===== src/rtl/nn_neuron_sequencer.sv =====
// nn_neuron_sequencer
//   Drives a shared single-cycle ALU to evaluate one neuron:
//   y = step(sum(x[i] * w[i])). Operand pairs come from a dual-output memory
//   with one cycle of read latency. The dot product is accumulated internally.
//   After the last element, a set-if-non-negative operation turns the sum
//   into the activation bit.
//
//   Optional build macro: NN_SEQ_BIAS_EN
//     This macro adds a bias input, which is sampled together with start.
//     It also adds a BIAS state, which folds the bias into the accumulator
//     before the activation step.
//
//   State table
//     state   | meaning
//     --------+----------------------------------------------------------
//     S_IDLE  | waiting for start; latches count/base_addr, clears acc/idx
//     S_FETCH | issue operand read at base_addr + idx (wraps mod 2^AW)
//     S_WAIT  | memory latency cycle; x/w captured at the end of it
//     S_MUL   | ALU multiply x * w into the product register
//     S_ACC   | ALU add acc + product into acc, advance idx
//     S_BIAS  | (NN_SEQ_BIAS_EN only) ALU add acc + bias into acc
//     S_ACT   | ALU set-if-non-negative on acc; publish result and act
//     S_DONE  | one-cycle done pulse, back to idle

module nn_neuron_sequencer #(
    parameter int          nBits       = 32,
    parameter int          AW          = 8,
    parameter logic [2:0]  SEQ_IDLE_OP = 3'b111
) (
    input  logic             clk,
    input  logic             rst_n,
    input  logic             start,
    input  logic [AW-1:0]    count,
    input  logic [AW-1:0]    base_addr,
`ifdef NN_SEQ_BIAS_EN
    input  logic [nBits-1:0] bias,
`endif
    output logic             busy,
    output logic             done,
    output logic             mem_rd_en,
    output logic [AW-1:0]    mem_addr,
    input  logic [nBits-1:0] mem_x,
    input  logic [nBits-1:0] mem_w,
    output logic [2:0]       alu_ctrl,
    output logic [nBits-1:0] alu_src_a,
    output logic [nBits-1:0] alu_src_b,
    input  logic [nBits-1:0] alu_result,
    output logic [nBits-1:0] result,
    output logic             act
);

    localparam logic [2:0] OP_ADD  = 3'b000;
    localparam logic [2:0] OP_MUL  = 3'b001;
    localparam logic [2:0] OP_SGEZ = 3'b010;

    typedef enum logic [2:0] {
        S_IDLE  = 3'd0,
        S_FETCH = 3'd1,
        S_WAIT  = 3'd2,
        S_MUL   = 3'd3,
        S_ACC   = 3'd4,
`ifdef NN_SEQ_BIAS_EN
        S_BIAS  = 3'd7,
`endif
        S_ACT   = 3'd5,
        S_DONE  = 3'd6
    } state_t;

    // The state after the last accumulate (or after IDLE when N=0).
`ifdef NN_SEQ_BIAS_EN
    localparam state_t S_POST_ACC = S_BIAS;
`else
    localparam state_t S_POST_ACC = S_ACT;
`endif

    state_t             state_q;
    state_t             state_d;

    logic [AW-1:0]      cnt_q;
    logic [AW-1:0]      base_q;
    logic [AW-1:0]      idx_q;
    logic [nBits-1:0]   acc_q;
    logic [nBits-1:0]   x_q;
    logic [nBits-1:0]   w_q;
    logic [nBits-1:0]   prod_q;
    logic [nBits-1:0]   result_q;
    logic               act_q;
`ifdef NN_SEQ_BIAS_EN
    logic [nBits-1:0]   bias_q;
`endif

    // The accumulate step of the final pair. ACC is only entered with N >= 1,
    // so cnt_q - 1 never underflows when this flag is used.
    logic               last_elem;
    assign last_elem = (idx_q == (cnt_q - AW'(1)));

    assign result = result_q;
    assign act    = act_q;

    // State register
    always_ff @(posedge clk or negedge rst_n) begin
        if (!rst_n) begin
            state_q <= S_IDLE;
        end else begin
            state_q <= state_d;
        end
    end

    // Next-state logic and Moore outputs. Reset therefore forces idle outputs at once.
    always_comb begin
        state_d   = state_q;
        busy      = 1'b0;
        done      = 1'b0;
        mem_rd_en = 1'b0;
        mem_addr  = '0;
        alu_ctrl  = SEQ_IDLE_OP;
        alu_src_a = '0;
        alu_src_b = '0;

        case (state_q)
            S_IDLE: begin
                if (start) begin
                    state_d = (count != '0) ? S_FETCH : S_POST_ACC;
                end
            end

            S_FETCH: begin
                busy      = 1'b1;
                mem_rd_en = 1'b1;
                mem_addr  = base_q + idx_q;
                state_d   = S_WAIT;
            end

            S_WAIT: begin
                busy    = 1'b1;
                state_d = S_MUL;
            end

            S_MUL: begin
                busy      = 1'b1;
                alu_ctrl  = OP_MUL;
                alu_src_a = x_q;
                alu_src_b = w_q;
                state_d   = S_ACC;
            end

            S_ACC: begin
                busy      = 1'b1;
                alu_ctrl  = OP_ADD;
                alu_src_a = acc_q;
                alu_src_b = prod_q;
                state_d   = last_elem ? S_POST_ACC : S_FETCH;
            end

`ifdef NN_SEQ_BIAS_EN
            S_BIAS: begin
                busy      = 1'b1;
                alu_ctrl  = OP_ADD;
                alu_src_a = acc_q;
                alu_src_b = bias_q;
                state_d   = S_ACT;
            end
`endif

            S_ACT: begin
                busy      = 1'b1;
                alu_ctrl  = OP_SGEZ;
                alu_src_a = acc_q;
                state_d   = S_DONE;
            end

            S_DONE: begin
                done    = 1'b1;
                state_d = S_IDLE;
            end

            default: begin
                state_d = S_IDLE;
            end
        endcase
    end

    // Datapath registers: each state updates only the registers it owns.
    always_ff @(posedge clk or negedge rst_n) begin
        if (!rst_n) begin
            cnt_q    <= '0;
            base_q   <= '0;
            idx_q    <= '0;
            acc_q    <= '0;
            x_q      <= '0;
            w_q      <= '0;
            prod_q   <= '0;
            result_q <= '0;
            act_q    <= 1'b0;
`ifdef NN_SEQ_BIAS_EN
            bias_q   <= '0;
`endif
        end else begin
            case (state_q)
                S_IDLE: begin
                    if (start) begin
                        cnt_q  <= count;
                        base_q <= base_addr;
                        acc_q  <= '0;
                        idx_q  <= '0;
`ifdef NN_SEQ_BIAS_EN
                        bias_q <= bias;
`endif
                    end
                end

                S_WAIT: begin
                    x_q <= mem_x;
                    w_q <= mem_w;
                end

                S_MUL: begin
                    prod_q <= alu_result;
                end

                S_ACC: begin
                    acc_q <= alu_result;
                    idx_q <= idx_q + AW'(1);
                end

`ifdef NN_SEQ_BIAS_EN
                S_BIAS: begin
                    acc_q <= alu_result;
                end
`endif

                S_ACT: begin
                    result_q <= acc_q;
                    act_q    <= alu_result[0];
                end

                default: begin
                end
            endcase
        end
    end

endmodule


===== config.mk =====
export PLATFORM = sky130hd
export DESIGN_NAME = nn_neuron_sequencer
export DESIGN_NICKNAME = d
export VERILOG_FILES = /design/src/rtl/nn_neuron_sequencer.sv
export SDC_FILE = /design/constraint.sdc
export NUM_CORES = 1
export LEC_CHECK = 0
export ABC_AREA = 0
export CORE_AREA = 2 2 199 103
export CTS_CLUSTER_SIZE = 40
export DETAILED_ROUTE_END_ITERATION = 10
export DIE_AREA = 0 0 201 105
export PLACE_DENSITY_LB_ADDON = 0.12
export SLEW_MARGIN = 20
export SYNTH_ARGS = -nofsm -noshare
export SYNTH_HDL_FRONTEND = slang
export SYNTH_SLANG_ARGS = --single-unit

===== constraint.sdc =====
create_clock -name clk -period 2 [get_ports clk]
set_input_delay 0.4 -clock clk [delete_from_list [all_inputs] [get_ports clk]]
set_output_delay 0.4 -clock clk [all_outputs]
set_load 0.03 [all_outputs]

# Word level (Yosys, flattened, before mapping)
# Cells that the tools add are included.
# Widths: inputs -> output; s select.
classes:
  n_addsub: 3
  n_eq_ne: 8
  n_mux: 15
  n_reduce_logical: 7
op_table:
  columns: ["operator", "n"]
  rows:
  - ["$pmux 32 s2", 3]
  - ["$mux 32", 1]
  - ["$pmux 3 s6", 1]
  - ["$mux 8", 2]
  - ["$pmux 8 s2", 1]
  - ["$eq 3x3->1 const B", 3]
  - ["$mux 3", 3]
  - ["$pmux 3 s3", 1]
  - ["$add 8x1->8 const B", 1]
  - ["$add 8x8->8", 1]
  - ["$eq 8x8->1", 1]
  - ["$reduce_bool 8->1", 1]
  - ["$sub 8x1->8 const B", 1]
  - ["$eq 3x2->1 const B", 2]
  - ["$reduce_or 5->1", 1]
  - ["$reduce_and 2->1", 2]
  - ["$eq 3x1->1 const B", 1]
  - ["$logic_not 3->1", 1]
  - ["$mux 1", 3]
  - ["$ne 2x2->1 const B", 1]
  - ["$reduce_bool 2->1", 1]
  - ["$reduce_or 2->1", 1]
totals:
  regBits: 188
  output_inout_bits: 111
  word_cells: 43

# Logic depth before layout (Yosys ltp)
# Gate-level depths: netlist of run 1.
logic_depth:
  ltp_word: 4
  ltp_mapped: 9
  mapped_depth_nobuf: 7

# Least setup slack after synthesis of run 1
# Ideal clock, no wire load.
synth_path:
  path_type: "register to output"
  start: "register idx_q[0]"
  end: "output mem_addr[6]"
  arrival_ns: 1.940
  required_ns: 1.600
  path_slack_ns: -0.340
  path_stages_with_launch: 8
  n_path_buf: 0
  path_cell_list: "dfrtp_1 ha_1 fa_1 a21o_1 a21o_1 a21oi_1 nand4b_1 nand3_1"
synth_via:
  elab_chain_len: 2
synth_lines:
  columns: ["element", "line", "rtl"]
  rows:
  - ["from (decl)", "81", "logic [AW-1:0] idx_q;"]
  - ["from (signal assigned)", "223", "idx_q <= idx_q + AW'(1);"]
  - ["$add 8x8->8", "130", "mem_addr = base_q + idx_q;"]
  - ["$mux 8", "120", "case (state_q)"]
  - ["to (decl)", "41", "output logic [AW-1:0] mem_addr,"]
# Every way passes these cells.

# Worst setup path in the final report of run 1
# Ends and elaborated chain as after synthesis.

==> results of run 1 <==
[power groups by stage]
stage               clock network, mW  registers (mW)  logic (mW)
finish                           3.51            6.82        11.7
global route                     3.76            7.03        12.4
CTS                              3.57            6.79        11.7
detailed placement                  0            6.82        9.75
global placement                    0            6.72        9.60
floorplan                           0            7.07        5.78
[per-stage QoR]
step | cells | util | area (sq um)
after floorplan | 702 | - | 8532
after global placement | 1192 | 0.5830 | 11210
after detailed placement | 1192 | 0.5830 | 11210
after CTS | 1268 | 0.6705 | 12900
after global routing | 1275 | 0.6698 | 12880
final | 1275 | 0.6698 | 12880
[cells in the final DEF (no fill, tap or decap), drive strengths merged, types with 4 or more instances in the layout]
cell | synthesis | routed
ha | 9 | 9
nand3 | 38 | 38
a22o | 64 | 64
xnor2 | 12 | 12
xor2 | 5 | 5
and2 | 4 | 4
dfrtp | 188 | 188
nand2 | 123 | 123
nor4 | 4 | 4
nor2 | 14 | 14
nor3 | 4 | 4
mux2 | 129 | 129
inv | 6 | 6
buf | 38 | 177
a21oi | 5 | 5
bufinv | 0 | 4
o21ai | 15 | 15
clkbuf | 9 | 23
a21o | 4 | 4
clkdlybuf4s50 | 0 | 146
[worst paths after layout]
path	start	endpoint	slack [ns]	depth (start not counted)
setup / recovery	idx_q[0]	mem_addr[6]	-0.64	8
hold / removal	rst_n	prod_q[23]	0.45	2
setup reg to reg	state_q[1]	prod_q[4]	0.07	8
hold reg to reg	base_q[4]	base_q[4]	0.49	2
max in group asynchronous	rst_n	state_q[2]	0.92	3
min in group clk	base_q[4]	base_q[4]	0.49	2
[state kept, by name, indices dropped and copies added, names as in the netlist]
register and cells:
result 32, state_q 3, acc_q 32, prod_q 32
cnt_q 8, idx_q 8, act 1, x_q 32
w_q 32, base_q 8
[worst max-delay path, stage by stage (launching register included)]
cell,delay [ns]
dfrtp_2,0.43
ha_4,0.17
fa_2,0.34
a21o_1,0.16
a21o_1,0.17
a21oi_2,0.15
nand4b_1,0.17
nand3_4,0.09
buf_6,0.13
[routing by layer]
metal / part of all wire / up-vias / track usage
li1: - / 3075 / -
met1: 0.45 / 3463 / 0.3317
met2: 0.48 / 174 / 0.4041
met3: 0.052 / 25 / 0.05895
met4: 0.015 / 0 / 0.06190
met5: 0 / - / 0
[kinds of logic after synthesis]
family / Yosys count / synth area share
AO/OA/AOI/OAI: 94 / 0.08716
multiplexers: 132 / 0.1757
buffers and inverters: 53 / 0.03498
XOR/XNOR: 17 / 0.01764
flip-flops: 188 / 0.5574
AND/OR/NAND/NOR: 208 / 0.1115
adder cells (fa/ha/maj): 10 / 0.01571
[layout make-up]
type,instances,area [sq um],share of cell area
timing repair buffer,326,3575,0.2775
multi-input combinational,461,3645,0.2829
clock inverter,7,142.6,0.01107
sequential,188,4710,0.3656
tap,266,332.8,0.02584
clock buffer,21,450.4,0.03496
inverter,6,27.53,0.002137
[timing repair]
action | 4_1_cts | 5_1_grt
hold endpoints to repair | 34 | 0
buffers inserted | 34 | 18
cloned | 13 | 0
hold buffers | 1 | 0
pin swaps | 61 | 25
gates resized for setup | 138 | 25
endpoints found under the setup margin | 77 | 87
==> metrics.csv, run 1 <==
stage,metric,value,unit
status,run status,"finished, violations left",
status,failing checks,negative setup slack,
power_and_ir_drop,Power per Cell Area,1708,nW/um^2
synthesis,Synth Instances,702,
grt,GRT Overall Usage,0.2469,
hold_path,worst min path class,input port to asynchronous set/reset pin,
detailed_routing,DRT iter0 DRCs,295,
synthesis,"Cell Area, Synth",8441,sq um
grt,first-pass GRT wire length,39920,um
synthesis,Post-synth top flop,dfrtp_1,
clock_network,Root Driver,clkbuf_16,
critical_path,WS Path Type,register to output port,
sta,fmax,379.5,MHz
synthesis,Post-synth top cells,"dfrtp_1 (188), mux2_2 (129), nand2_1 (122)",
detailed_routing,Final ANT Viol Nets,0,
power_and_ir_drop,Sw Pwr,8.316,mW
sta,Final WS setup,-0.6351,ns
layout,area grow syn2layout,52.62,%
die,Starting Density,0.4388,
clock_network,Skew-Pair Late Insertion Delay,0.43,ns
placement,dpl ws,-0.2250,ns
synthesis,cell with the most instances after synthesis,dfrtp_1,
die,FP Rows,36,
clock_network,CTS sink count,188,
synthesis,largest cells by area after synthesis,"dfrtp_1 (56%), mux2_2 (17%), a22o_1 (6.6%), nand2_1 (5.4%), nand3_1 (2.3%)",
detailed_routing,DR DRC count,0,
sta,Final min period,2.635,ns
grt,total grt overflow,0,
layout,FILL cells,1472,
power_and_ir_drop,leakage power,5.873,nW
detailed_routing,Avg WL per Cell,19.87,um
clock_network,CTS tree,built,
synthesis,Post-synth EDFFs,0,
clock_network,"Reg clk slew, reported paths",0.07,ns
die,# IOs,226,
placement,Buffers on Ports,225,
clock_network,CTS buffer count,17,
power_and_ir_drop,Clock Power Share,0.160,
placement,GP Congestion,0.7855,
power_and_ir_drop,Switching Fraction,0.3780,
layout,Final nets,1125,
die,Die H,105,um
sta,Finish-stage setup viols,76,
power_and_ir_drop,internal power,13.69,mW
sta,Hold Worst Slack,0.4473,ns
critical_path,CP startpoint kind,register,
sta,worst slew pin tran,0.4059,ns
run,maxcap violations,0,
grt,vias in the first global route,7036,
placement,dpl hpwl,15530,um
layout,fraction of layout cells with a size suffix above 1,0.3707,
sta,TNS Setup,-23.64,ns
power_and_ir_drop,Total Power,22.00,mW
sta,Final Cycle Share,1.318,
sta,Final Hold Viols,0,
die,die area,21110,sq um
detailed_routing,routed wire length,25330,um
synthesis,YS warnings,0,
clock_network,H-tree depth,4,
die,Core ar.,19230,sq um
synthesis,asr flop ratio synth,1.000,
synthesis,Syn Area/Cell,12.02,sq um
synthesis,area share of the largest cell type after synthesis,0.5574,
layout,ANT cells,0,
clock_network,Max Root-Sink Buffers,2,
power_and_ir_drop,Max rail drop VDD,0.0008201,V
critical_path,CP required,1.60,ns
detailed_routing,total number of vias,6737,
die,Die Span X,201,um
synthesis,"area leader, netlist",dfrtp_1,
synthesis,Syn Nets,827,
synthesis,#FFs+latches synth,188,
power_and_ir_drop,Combinational Power Share,0.530,
grt,largest net degree at the start of global routing,55,
sta,clk_skew,0.008055,ns
synthesis,Synth cell types,45,
sta,RSZ-0062 raised after global routing,true,
grt,initial antenna violation count,0,
critical_path,critical path endpoint category,output port,
sta,fin. max-slew vios,0,
critical_path,WP data arrival,2.24,ns
detailed_routing,Pre-antenna DRT Iters,4,
power_and_ir_drop,Reg power frac,0.310,
sta,normalized max-slew margin,0.7294,
critical_path,CP max FO,2,
synthesis,"Seq/Total Area, Yosys",0.5574,
detailed_routing,routed vias/inst,5.284,
No activity file was read; power rests on OpenSTA's default activity.
==> inputs of run 2 (changes only) <==
CORE_AREA = 2 2 223 115   (was 2 2 199 103)
DIE_AREA = 0 0 225 117   (was 0 0 201 105)
==> run 2 against run 1 <==
The run still ends with negative setup slack left. Count of clock-buffer cells in the layout up 2. Global-route usage down 2.3 points. Non-clock buffer count up 11. Final cell count up 5.7%. Die area up 25%. Power up 4.1%. Cell area up 3.7%. Flip-flop and latch count unchanged. Maximum frequency down 0.83%. First-iteration DRC count up 78%. Combinational power up 6%. Critical path type unchanged.
==> metrics.csv, run 2 (synthesized netlist as in run 1, its figures left out) <==
stage,metric,value,unit
critical_path,WP data arrival,2.26,ns
detailed_routing,Pre-antenna DRT Iters,5,
sta,normalized max-slew margin,0.6555,
sta,clk_skew,0.01079,ns
grt,initial antenna violation count,0,
critical_path,Critical Path End,mem_addr[5],
power_and_ir_drop,internal power,14.12,mW
clock_network,CTS buffer count,17,
detailed_routing,total number of vias,6768,
placement,placed cells,1249,
run,maxcap violations,0,
power_and_ir_drop,leakage power,6.058,nW
sta,Finish-stage setup viols,75,
grt,total grt overflow,0,
clock_network,CTS tree,built,
placement,Buffers on Ports,225,
layout,final std cells w/o fill,1348,
sta,Final Hold Viols,0,
critical_path,Reg-to-Reg End,x_q[9],
critical_path,CP startpoint kind,register,
placement,dpl hpwl,18980,um
critical_path,"Buf+Inv Stages, Crit Path",1,
sta,Final WS setup,-0.6572,ns
die,# IOs,226,
grt,GRT Overall Usage,0.2238,
critical_path,WS Path Type,register to output port,
die,Die Span X,225,um
detailed_routing,DRT iter0 DRCs,524,
critical_path,crit-path max cell delay,0.53,ns
critical_path,Worst Setup SP,idx_q[1],
hold_path,worst min path class,input port to asynchronous set/reset pin,
layout,area grow syn2layout,58.23,%
sta,worst slew pin tran,0.5168,ns
status,run status,"finished, violations left",
clock_network,"Reg clk slew, reported paths",0.06,ns
detailed_routing,Final ANT Viol Nets,0,
critical_path,CP required,1.60,ns
grt,largest net degree at the start of global routing,52,
power_and_ir_drop,Reg power frac,0.303,
sta,Final Cycle Share,1.329,
sta,RSZ-0062 raised after global routing,true,
die,Core ar.,24570,sq um
status,failing checks,negative setup slack,
power_and_ir_drop,Total Power,22.92,mW
detailed_routing,Avg WL per Cell,21.78,um
power_and_ir_drop,Power per Cell Area,1716,nW/um^2
critical_path,reg2reg path depth,6,
layout,Final nets,1136,
die,FP Rows,41,
layout,fraction of layout cells with a size suffix above 1,0.3887,
critical_path,CP max FO,3,
layout,"commonest cells after routing, fill and taps aside","dfrtp_1 (184), clkdlybuf4s50_1 (146), mux2_2 (129)",
placement,GP Congestion,0.8456,
critical_path,Most common cell on crit path,a21o_1,
power_and_ir_drop,Sw Pwr,8.796,mW
critical_path,launch point of the worst reg-to-reg path,state_q[2],
detailed_routing,routed wire length,29360,um
power_and_ir_drop,Combinational Power Share,0.539,
die,die area,26330,sq um
critical_path,worst-path cell chain,ha_1 -> a21o_1 -> a21o_1 -> a21oi_4 -> or4b_4 -> nand3_4 -> buf_12,
critical_path,"CP delay by family, top",simple AND/OR/NAND/NOR gates,
layout,"commonest non-fill, non-tap cell in the layout",dfrtp_1,
critical_path,R2R Setup Slk,0.07,ns
sta,fmax,376.3,MHz
grt,first-pass GRT wire length,42790,um
critical_path,CP Depth,7,
clock_network,Max Root-Sink Buffers,2,
clock_network,CTS sink count,188,
critical_path,Critical-path top delay cell,or4b_4,
sta,Final min period,2.657,ns
detailed_routing,DR DRC count,0,
sta,fin. max-slew vios,0,
detailed_routing,routed vias/inst,5.021,
die,Die H,117,um
power_and_ir_drop,Max rail drop VDD,0.0007923,V
clock_network,H-tree depth,4,
grt,vias in the first global route,6595,
power_and_ir_drop,Switching Fraction,0.3838,
clock_network,Root Driver,clkbuf_16,
clock_network,Skew-Pair Late Insertion Delay,0.44,ns
die,Starting Density,0.3435,
power_and_ir_drop,Clock Power Share,0.157,
critical_path,critical path endpoint category,output port,
## run 2: changes by cell type in the layout (fill, tap and decap cells not counted), moves of 2 or more
cell,delta
a22o_1,-8
a22o_4,+8
buf_12,+16
buf_4,-6
buf_6,+2
clkbuf_16,+2
clkbuf_8,+3
clkinvlp_4,+2
diode_2,+2
ha_1,+2
## run 2: metal layers
layer / part of all wire / GRT usage / up-vias
li1: - / - / 3119
met1: 0.53 / 0.3563 / 3445
met2: 0.40 / 0.2971 / 189
met3: 0.058 / 0.05267 / 15
met4: 0.0078 / 0.05651 / 0
met5: 0 / 0 / -
## run 2: area by class of cell
type	instances	area [sq um]
sequential	188	4710
antenna	2	5.005
tap	322	402.9
timing repair buffer	337	3872
fill	2118	11220
multi-input combinational	461	3715
clock inverter	9	132.6
inverter	6	30.03
clock buffer	23	488.0
## run 2: repair_timing
action,4_1_cts,5_1_grt
setup endpoints to repair,78,92
pin swaps,55,46
gates resized for setup,125,54
endpoints found under the hold margin,45,0
gates cloned,12,3
hold buffers,1,0
buffers inserted,42,25
## run 2: metrics by stage
stage / TNS [ns] / util / hold WS, ns / instance area [sq um] / setup slack (ns)
floorplan: -0.2667 / - / 0.1044 / 8532 / -0.1132
global placement: -0.6376 / 0.4671 / 0.4144 / 11480 / -0.2034
detailed placement: -0.6865 / 0.4671 / 0.4151 / 11480 / -0.2294
CTS: -26.09 / 0.5372 / 0.4615 / 13200 / -0.7126
global route: -28.06 / 0.5433 / 0.4794 / 13350 / -0.7746
finish: -22.54 / 0.5435 / 0.4821 / 13360 / -0.6572
## run 2: worst min path at each step
stage | slack, ns | end | depth (start not counted) | startpoint
final | 0.48 | cnt_q[5] | 2 | rst_n
after CTS | 0.46 | base_q[5] | 3 | base_addr[5]
after global routing | 0.48 | base_q[6] | 3 | base_addr[6]
after detailed placement | 0.42 | cnt_q[2] | 1 | rst_n
after floorplan | 0.10 | acc_q[0] | 0 | rst_n
after global placement | 0.41 | cnt_q[2] | 1 | rst_n
## run 2: power groups by stage
stage,clock (mW),combinational [mW],sequential [mW]
final,3.60,12.4,6.95
after global routing,3.86,13.1,7.18
after CTS,3.68,12.1,6.90
after detailed placement,0,10.2,6.91
after global placement,0,10.1,6.89
after floorplan,0,5.78,7.07
## run 2: worst reg2reg max path: stages, from the launching register on
cell     delay, ns
dfrtp_2       0.46
buf_6         0.14
buf_6         0.13
nor2_2        0.17
and2_4        0.30
buf_12        0.22
mux2_2        0.39
==> inputs of run 3 (changes only) <==
CTS_CLUSTER_SIZE = 10   (was 40)
REMOVE_ABC_BUFFERS = 1   (was unset)
clock period = 3.4 ns   (was 2 ns; I/O delays follow)
==> run 3 against run 2 <==
The run now ends clean. Global-route usage shrank 3.7 points. Register-to-register slack gained 1.1 ns. Setup slack gained 0.79 ns. Cell area shrank 13%. Non-clock buffer count shrank 89. Clock skew shrank 0.0020 ns. Via count shrank 9.9%. Count of clock-buffer cells in the layout grew 3. Critical path type unchanged. Largest power group unchanged. Highest routed layer unchanged.
==> metrics.csv, run 3 (synthesized netlist as in run 1, its figures left out) <==
stage,metric,value,unit
status,run status,completed,
clock_network,CTS buffer count,17,
clock_network,H-tree depth,4,
detailed_routing,routed wire length,23630,um
clock_network,CTS sink count,188,
critical_path,CP required,2.72,ns
clock_network,Skew-Pair Late Insertion Delay,0.44,ns
layout,FILL cells,2293,
sta,Final Cycle Share,0.9609,
clock_network,"Reg clk slew, reported paths",0.07,ns
hold_path,worst min path class,input port to asynchronous set/reset pin,
detailed_routing,Avg WL per Cell,18.80,um
critical_path,CP max FO,21,
critical_path,critical path endpoint category,output port,
layout,area grow syn2layout,37.93,%
sta,normalized max-slew margin,0.5583,
sta,clk_skew,0.008834,ns
power_and_ir_drop,leakage power,5.197,nW
layout,ANT cells,0,
layout,Final nets,1047,
die,Starting Density,0.3435,
detailed_routing,DRT iter0 DRCs,320,
placement,Buffers on Ports,225,
placement,Post-DP Area,11010,sq um
detailed_routing,DR DRC count,0,
die,# IOs,226,
clock_network,Root Driver,clkbuf_16,
power_and_ir_drop,Max rail drop VDD,0.0003896,V
grt,vias in the first global route,6050,
sta,worst slew pin tran,0.6602,ns
critical_path,worst-path cell chain,inv_1 -> nor3b_2 -> buf_4 -> a22o_1 -> clkdlybuf4s50_1,
grt,largest net degree at the start of global routing,74,
sta,Final WS setup,0.1328,ns
detailed_routing,total number of vias,6099,
critical_path,WS Path Type,register to output port,
sta,fmax,306.1,MHz
critical_path,Critical-path top delay cell,clkdlybuf4s50_1,
grt,GRT Overall Usage,0.1867,
die,FP Rows,41,
die,Die Span X,225,um
die,Core ar.,24570,sq um
layout,area occupied by multi-input gates,3465,sq um
sta,RSZ-0062 raised after global routing,true,
sta,Final Hold Viols,0,
power_and_ir_drop,Total Power,11.57,mW
sta,Final min period,3.267,ns
detailed_routing,Final ANT Viol Nets,0,
power_and_ir_drop,Power per Cell Area,994.0,nW/um^2
grt,first-pass GRT wire length,36450,um
die,die area,26330,sq um
die,Die H,117,um
layout,"commonest non-fill, non-tap cell in the layout",clkdlybuf4s50_1,
placement,dpl ws,0.2681,ns
sta,Finish-stage setup viols,0,
layout,"commonest cells after routing, fill and taps aside","clkdlybuf4s50_1 (188), dfrtp_1 (186), mux2_2 (129)",
detailed_routing,routed vias/inst,4.852,
layout,"Design Area, Final",11640,sq um
critical_path,CP startpoint kind,register,
grt,total grt overflow,0,
run,maxcap violations,0,
placement,dpl hpwl,16650,um
detailed_routing,Pre-antenna DRT Iters,4,
sta,fin. max-slew vios,0,
critical_path,WP data arrival,2.59,ns
layout,register area,4707,sq um
grt,initial antenna violation count,1,
critical_path,R2R Setup Slk,1.15,ns
clock_network,Max Root-Sink Buffers,2,
placement,GP Congestion,0.7614,
clock_network,CTS tree,built,
layout,fraction of layout cells with a size suffix above 1,0.2406,
critical_path,crit-path max cell delay,0.67,ns
## run 3: per-layer routing
layer	wire length, um	up-vias	track usage	share of wire
li1	-	2934	-	-
met4	269	0	0.05740	0.011
met2	8920	154	0.2372	0.38
met3	1862	18	0.06216	0.079
met1	12580	2993	0.2904	0.53
met5	0	-	0	0
## run 3: stage by stage
stage	setup TNS, ns	hold slack (ns)	utilization	instances
final	0	0.2603	0.4738	1257
after global routing	-0.1233	0.2981	0.4738	1257
after CTS	0	0.2706	0.4722	1253
after detailed placement	0	0.4745	0.4480	1221
after global placement	0	0.4736	0.4480	1221
after floorplan	-437.67	0.3844	-	655
## run 3: where the power goes
group          total (mW)  internal (mW)  leakage (nW)  switching (mW)
Combinational        5.53           2.58          2.59            2.95
Clock                2.06           1.22         0.292           0.845
Sequential           3.98           3.31          2.31           0.671
## run 3: area by class of cell
class,count,share of cell area
clock buffers,26,0.04202
clock inverters,6,0.009350
inverters,6,0.001934
multi-input cells,461,0.2976
flip-flops and latches,188,0.4043
well taps,322,0.03461
repair buffers,248,0.2102
## run 3: path summary, 6_finish.rpt
check | from | endpoint | cells past startpoint
worst max-delay path | state_q[0] | alu_src_a[21] | 5
worst min-delay path | rst_n | w_q[25] | 1
worst max register to register | state_q[2] | idx_q[4] | 8
worst min register to register | base_q[0] | base_q[0] | 2
max in group asynchronous | rst_n | result[0] | 2
min in group clk | base_q[0] | base_q[0] | 2
## run 3: worst max-delay path, delay by kind of cell, from the launching register on
| family | cells | cell delay (ns) |
|---|---|---|
| AO/OA/AOI/OAI | 1 | 0.21 |
| buffers and inverters | 3 | 1.15 |
| flip-flops | 1 | 0.48 |
| AND/OR/NAND/NOR | 1 | 0.28 |
## run 3: repair_timing
item | CTS | global route
buffers inserted | 0 | 3
endpoints found under the setup margin | 27 | 18
hold buffers | 0 | 0
gates resized for setup | 5 | 4
pin swaps | 0 | 0
